**config.mk**
```make
export PLATFORM = sky130hd
export DESIGN_NAME = sync_fifo
export DESIGN_NICKNAME = d
export VERILOG_FILES = /design/src/rtl/sync_fifo.sv
export SDC_FILE = /design/constraint.sdc
export NUM_CORES = 2
export LEC_CHECK = 0
export CAP_MARGIN = 20
export CORE_MARGIN = 1.5
export CORE_UTILIZATION = 63
export CTS_CLUSTER_DIAMETER = 30
export CTS_CLUSTER_SIZE = 28
export DETAILED_ROUTE_END_ITERATION = 10
export PLACE_DENSITY = 0.81
export SYNTH_ARGS = -nofsm -noshare
export SYNTH_HDL_FRONTEND = slang
export SYNTH_SLANG_ARGS = --single-unit
```
**constraint.sdc**
```tcl
create_clock -name clk -period 4.8 [get_ports clk]
set_clock_uncertainty 0.05 [all_clocks]
set_input_delay 1.2 -clock clk [delete_from_list [all_inputs] [get_ports clk]]
set_output_delay 1.2 -clock clk [all_outputs]
set_load 0.05 [all_outputs]
```
**src/rtl/sync_fifo.sv**
```systemverilog
`default_nettype none
// ============================================================================
//  Module   : sync_fifo
//  Purpose  : Single-clock FIFO with pointer control, occupancy count,
//             almost-full/almost-empty thresholds, sticky overflow/underflow
//             flags and selectable registered or first-word-fall-through read.
//  Revision : 1.0 - initial release
// ============================================================================
module sync_fifo #(
    parameter int WIDTH    = 32,
    parameter int DEPTH    = 32,
    parameter int ADDR     = 5,
    parameter int AF_LEVEL = DEPTH - 4,
    parameter int AE_LEVEL = 4,
    parameter int FWFT     = 0
) (
    input  logic             clk,
    input  logic             reset_b,
    input  logic             write,
    input  logic [WIDTH-1:0] wdata,
    input  logic             read,
    input  logic             clr_err,
    output logic [WIDTH-1:0] rdata,
    output logic             wfull,
    output logic             rempty,
    output logic             almost_full,
    output logic             almost_empty,
    output logic [ADDR:0]    count,
    output logic             overflow,
    output logic             underflow
);

    localparam logic [ADDR:0] c_FULL_CNT = (ADDR+1)'(DEPTH);
    localparam logic [ADDR:0] c_AF_CNT   = (ADDR+1)'(AF_LEVEL);
    localparam logic [ADDR:0] c_AE_CNT   = (ADDR+1)'(AE_LEVEL);

    logic [WIDTH-1:0] mem_q [DEPTH];
    logic [ADDR:0]    wptr_q, wptr_d;
    logic [ADDR:0]    rptr_q, rptr_d;
    logic [ADDR:0]    count_q, count_d;
    logic             overflow_q, overflow_d;
    logic             underflow_q, underflow_d;
    logic             w_wr_ok;
    logic             w_rd_ok;

    // Status flags depend only on the registered count, never on requests.
    assign wfull        = (count_q == c_FULL_CNT);
    assign rempty       = (count_q == '0);
    assign almost_full  = (count_q >= c_AF_CNT);
    assign almost_empty = (count_q <= c_AE_CNT);
    assign count        = count_q;
    assign overflow     = overflow_q;
    assign underflow    = underflow_q;

    assign w_wr_ok = write & ~wfull;
    assign w_rd_ok = read & ~rempty;

    // Next-state for pointers, occupancy and sticky error flags.
    always_comb begin
        wptr_d      = wptr_q;
        rptr_d      = rptr_q;
        count_d     = count_q;
        overflow_d  = overflow_q & ~clr_err;
        underflow_d = underflow_q & ~clr_err;
        if (w_wr_ok) begin
            wptr_d = wptr_q + 1'b1;
        end
        if (w_rd_ok) begin
            rptr_d = rptr_q + 1'b1;
        end
        case ({w_wr_ok, w_rd_ok})
            2'b10:   count_d = count_q + 1'b1;
            2'b01:   count_d = count_q - 1'b1;
            default: count_d = count_q;
        endcase
        // A fresh error outranks a simultaneous clear.
        if (write & wfull) begin
            overflow_d = 1'b1;
        end
        if (read & rempty) begin
            underflow_d = 1'b1;
        end
    end

    // Control state register with asynchronous active-low reset.
    always_ff @(posedge clk or negedge reset_b) begin
        if (!reset_b) begin
            wptr_q      <= '0;
            rptr_q      <= '0;
            count_q     <= '0;
            overflow_q  <= 1'b0;
            underflow_q <= 1'b0;
        end else begin
            wptr_q      <= wptr_d;
            rptr_q      <= rptr_d;
            count_q     <= count_d;
            overflow_q  <= overflow_d;
            underflow_q <= underflow_d;
        end
    end

    // Storage array; every entry clears on reset so FWFT output is defined.
    always_ff @(posedge clk or negedge reset_b) begin
        if (!reset_b) begin
            for (int i = 0; i < DEPTH; i++) begin
                mem_q[i] <= '0;
            end
        end else if (w_wr_ok) begin
            mem_q[wptr_q[ADDR-1:0]] <= wdata;
        end
    end

    generate
        if (FWFT != 0) begin : g_fwft
            // Head word presented directly from the array.
            assign rdata = mem_q[rptr_q[ADDR-1:0]];
        end else begin : g_reg_read
            logic [WIDTH-1:0] rdata_q;

            // Registered read data, updated only on an accepted read.
            always_ff @(posedge clk or negedge reset_b) begin
                if (!reset_b) begin
                    rdata_q <= '0;
                end else if (w_rd_ok) begin
                    rdata_q <= mem_q[rptr_q[ADDR-1:0]];
                end
            end

            assign rdata = rdata_q;
        end
    endgenerate

endmodule
`default_nettype wire
```
==> results.py <==
metrics = {
    "setup_path": {
        "critPathArrivalTime_ps": 2950,
        "cp_num_buf_inv": 1,
        "start_kind": "flop",
        "path_delay_family": "buffers and inverters",
        "rr_startpoint": "count[2]",
        "critPathRequiredTime_ps": 3550,
        "cp-end-kind": "primary output",
        "path_class": "flop to primary output",
        "crit_chain": "or4_4 -> nor3_1 -> clkdlybuf4s50_1",
        "critPathLaunch": "count[2]",
        "crit_slowest_cell": "clkdlybuf4s50_1",
        "worstPathMaxFanout": 11,
        "max_stage_delay_ps": 850,
    },
    "cts": {
        "cts_tree": "yes",
        "root_buffer": "clkbuf_16",
        "path_clk_slew_ps": 50,
        "ctsLongestPathBuffers": 3,
        "post-cts-setup-buffers": 0,
        "htree_num_levels": 4,
        "clock_latency_ps": 770,
        "cts_made_buffers": 185,
        "cts.sinks": 1074,
        "cts_resized": 0,
        "cts_hold_buf": 0,
    },
    "logic_synthesis": {
        "synthesis.nets": 3319,
        "ys_warn_count": 0,
        "yosysTopAreaCell": "dfrtp_1",
        "avgSynthCellArea_um2": 16.63,
        "ys_seq_area_frac": 0.4935,
        "syn_area_um2": 54460,
        "syn-instance-count": 3274,
        "synth-edff-count": 0,
        "yosys-top-cells-count": "1074 x dfrtp_1, 959 x mux2_4, 222 x mux2i_1",
        "synth_ff_type": "dfrtp_1",
        "ys_seq_elements": 1074,
        "synth_most_common_cell": "dfrtp_1",
        "synth_area_leaders": "dfrtp_1 49%, mux2_4 26%, mux4_2 6.7%",
        "async_reset_ff_frac": 1.000,
        "synthDistinctLibCells": 53,
        "yosys.area.top_type_share": 0.4935,
    },
    "power_and_ir_drop": {
        "combPwrFrac": 0.350,
        "pwr-share-seq": 0.345,
        "p_switching_mw": 14.67,
        "swShare": 0.3202,
        "p_total_mw": 45.82,
        "power.share.clock": 0.306,
        "p_int_mw": 31.15,
        "peakVddDrop_mv": 0.4420,
        "p_leak_nw": 31.06,
        "pwr_density_cell_nw_per_um2": 740.9,
    },
    "die": {
        "die_area_um2": 88220,
        "die-width_um": 297.0,
        "ios": 81,
        "start_util": 0.6376,
        "rows": 107,
        "design.core.area_um2": 85410,
        "die_y_um": 297.0,
    },
    "timing": {
        "rsz0062_at_grt": "false",
        "finalCriticalPeriod_ps": 4197,
        "hold_viol": 0,
        "setup_viol": 0,
        "final-max-slew-violation-count": 0,
        "slew_headroom": 0.3324,
        "holdWs_ps": 405.9,
        "final.setup.tns_ps": 0,
        "tightest_slew_ps": 998.3,
        "fmax_mhz": 238.3,
        "period_share": 0.8744,
        "fin_ws_ps": 602.9,
    },
    "finish": {
        "drive_gt1_frac": 0.4877,
        "nNetsFinal": 3342,
        "final_util": 0.7240,
        "area_growth_pct": 13.55,
    },
    "route": {
        "first_iter_violations": 2777,
        "via_per_inst": 6.505,
        "ant_nets": 0,
        "route.detailed.drc": 0,
        "drt-total-wl_um": 138200,
        "first_pass_iters": 6,
        "wl_per_cell_um": 30.03,
        "via_count": 29940,
    },
    "global_routing": {
        "track_usage": 0.3101,
        "grt_overflow": 0,
        "grt_pass1_vias": 33050,
        "grt_pass1_wl_um": 209900,
        "grt_max_degree": 162,
        "antenna_found_initial": 4,
    },
    "worst_hold_path": {
        "hold_class": "primary input to async pin",
    },
    "placed_design": {
        "gp_congestion": 0.7997,
        "pre_cts_slack_ps": 942.1,
        "io_buffer_count": 80,
        "place_hpwl_um": 68570,
    },
    "flow_run": {
        "cap_viol_max_count": 0,
    },
    "run_status": {
        "status": "completed",
    },
}
worst register-to-register path: cells and delay by family (launching register included):
kind	cells	cell delay, ps
AOI/OAI and AO/OA	4	1020
adders and majority gates	2	710
and+or+nand+nor	2	670
DFF	1	500
xor gates and xnor gates	2	290
buffers and inverters	1	120
worst paths after layout:
kind	to	slack (ps)	depth (start not counted)
min	mem_q[497]	410	1
max in group asynchronous	mem_q[1018]	2830	2
min in group clk	mem_q[199]	450	1
max reg2reg	count[4]	1320	11
max	wfull	600	3
min reg2reg	mem_q[199]	450	1
registers in the layout, indices dropped and copies added (netlist names):
register and count:
overflow 1, rptr_q 5, underflow 1, count 6
rdata 32, wptr_q 5, mem_q 1024
through the flow:
stage | std cells | area, um2
after CTS | 4571 | 61080
after detailed placement | 4224 | 54400
after floorplan | 3274 | 54460
after global routing | 4603 | 61840
after global placement | 4224 | 54400
final | 4603 | 61840
kinds of logic after synthesis:
group                    share of synthesized area
multiplexers                                0.3925
flip-flops                                  0.4935
buffers and inverters                      0.05411
AO/OA/AOI/OAI                              0.03152
AND/OR/NAND/NOR                            0.02433
XOR/XNOR                                  0.002252
adder cells (fa/ha/maj)                   0.001838
layout by cell type, fill, tap and decap left out, types with 63 or more instances in the layout:
| master | Yosys | final |
|---|---|---|
| a221oi_1 | 63 | 63 |
| clkbuf_16 | 0 | 193 |
| clkdlybuf4s50_1 | 0 | 79 |
| dfrtp_1 | 1074 | 1070 |
| mux2_2 | 98 | 98 |
| mux2_4 | 959 | 959 |
| mux2i_1 | 222 | 222 |
| mux4_2 | 162 | 162 |
| nand2_1 | 74 | 74 |
| o21ai_0 | 64 | 64 |
cell type report:
| type | count | area [um2] |
|---|---|---|
| multi-input cells | 1874 | 24670 |
| clock inverters | 124 | 1638 |
| flip-flops and latches | 1074 | 26890 |
| diodes | 2 | 5.005 |
| inverters | 7 | 26.28 |
| clock buffers | 223 | 5046 |
| repair buffers | 155 | 2132 |
| fillers | 4858 | 23580 |
| well taps | 1144 | 1431 |
per-layer routing:
metal,track usage,vias up,part of all wire
li1,-,12090,-
met4,0.1375,2,0.041
met1,0.4247,16310,0.41
met3,0.05616,355,0.061
met5,0,-,0.000051
met2,0.4882,1183,0.49
power by group through the flow:
stage	combinational, mW	clock, mW	sequential, mW
final	16.0	14.0	15.8
after detailed placement	15.6	0	15.6
after global routing	16.9	14.5	16.1
after floorplan	12.5	0	14.9
after global placement	15.1	0	15.2
after CTS	15.9	14.0	15.6
Note: power is estimated with default switching activity, not from simulation.
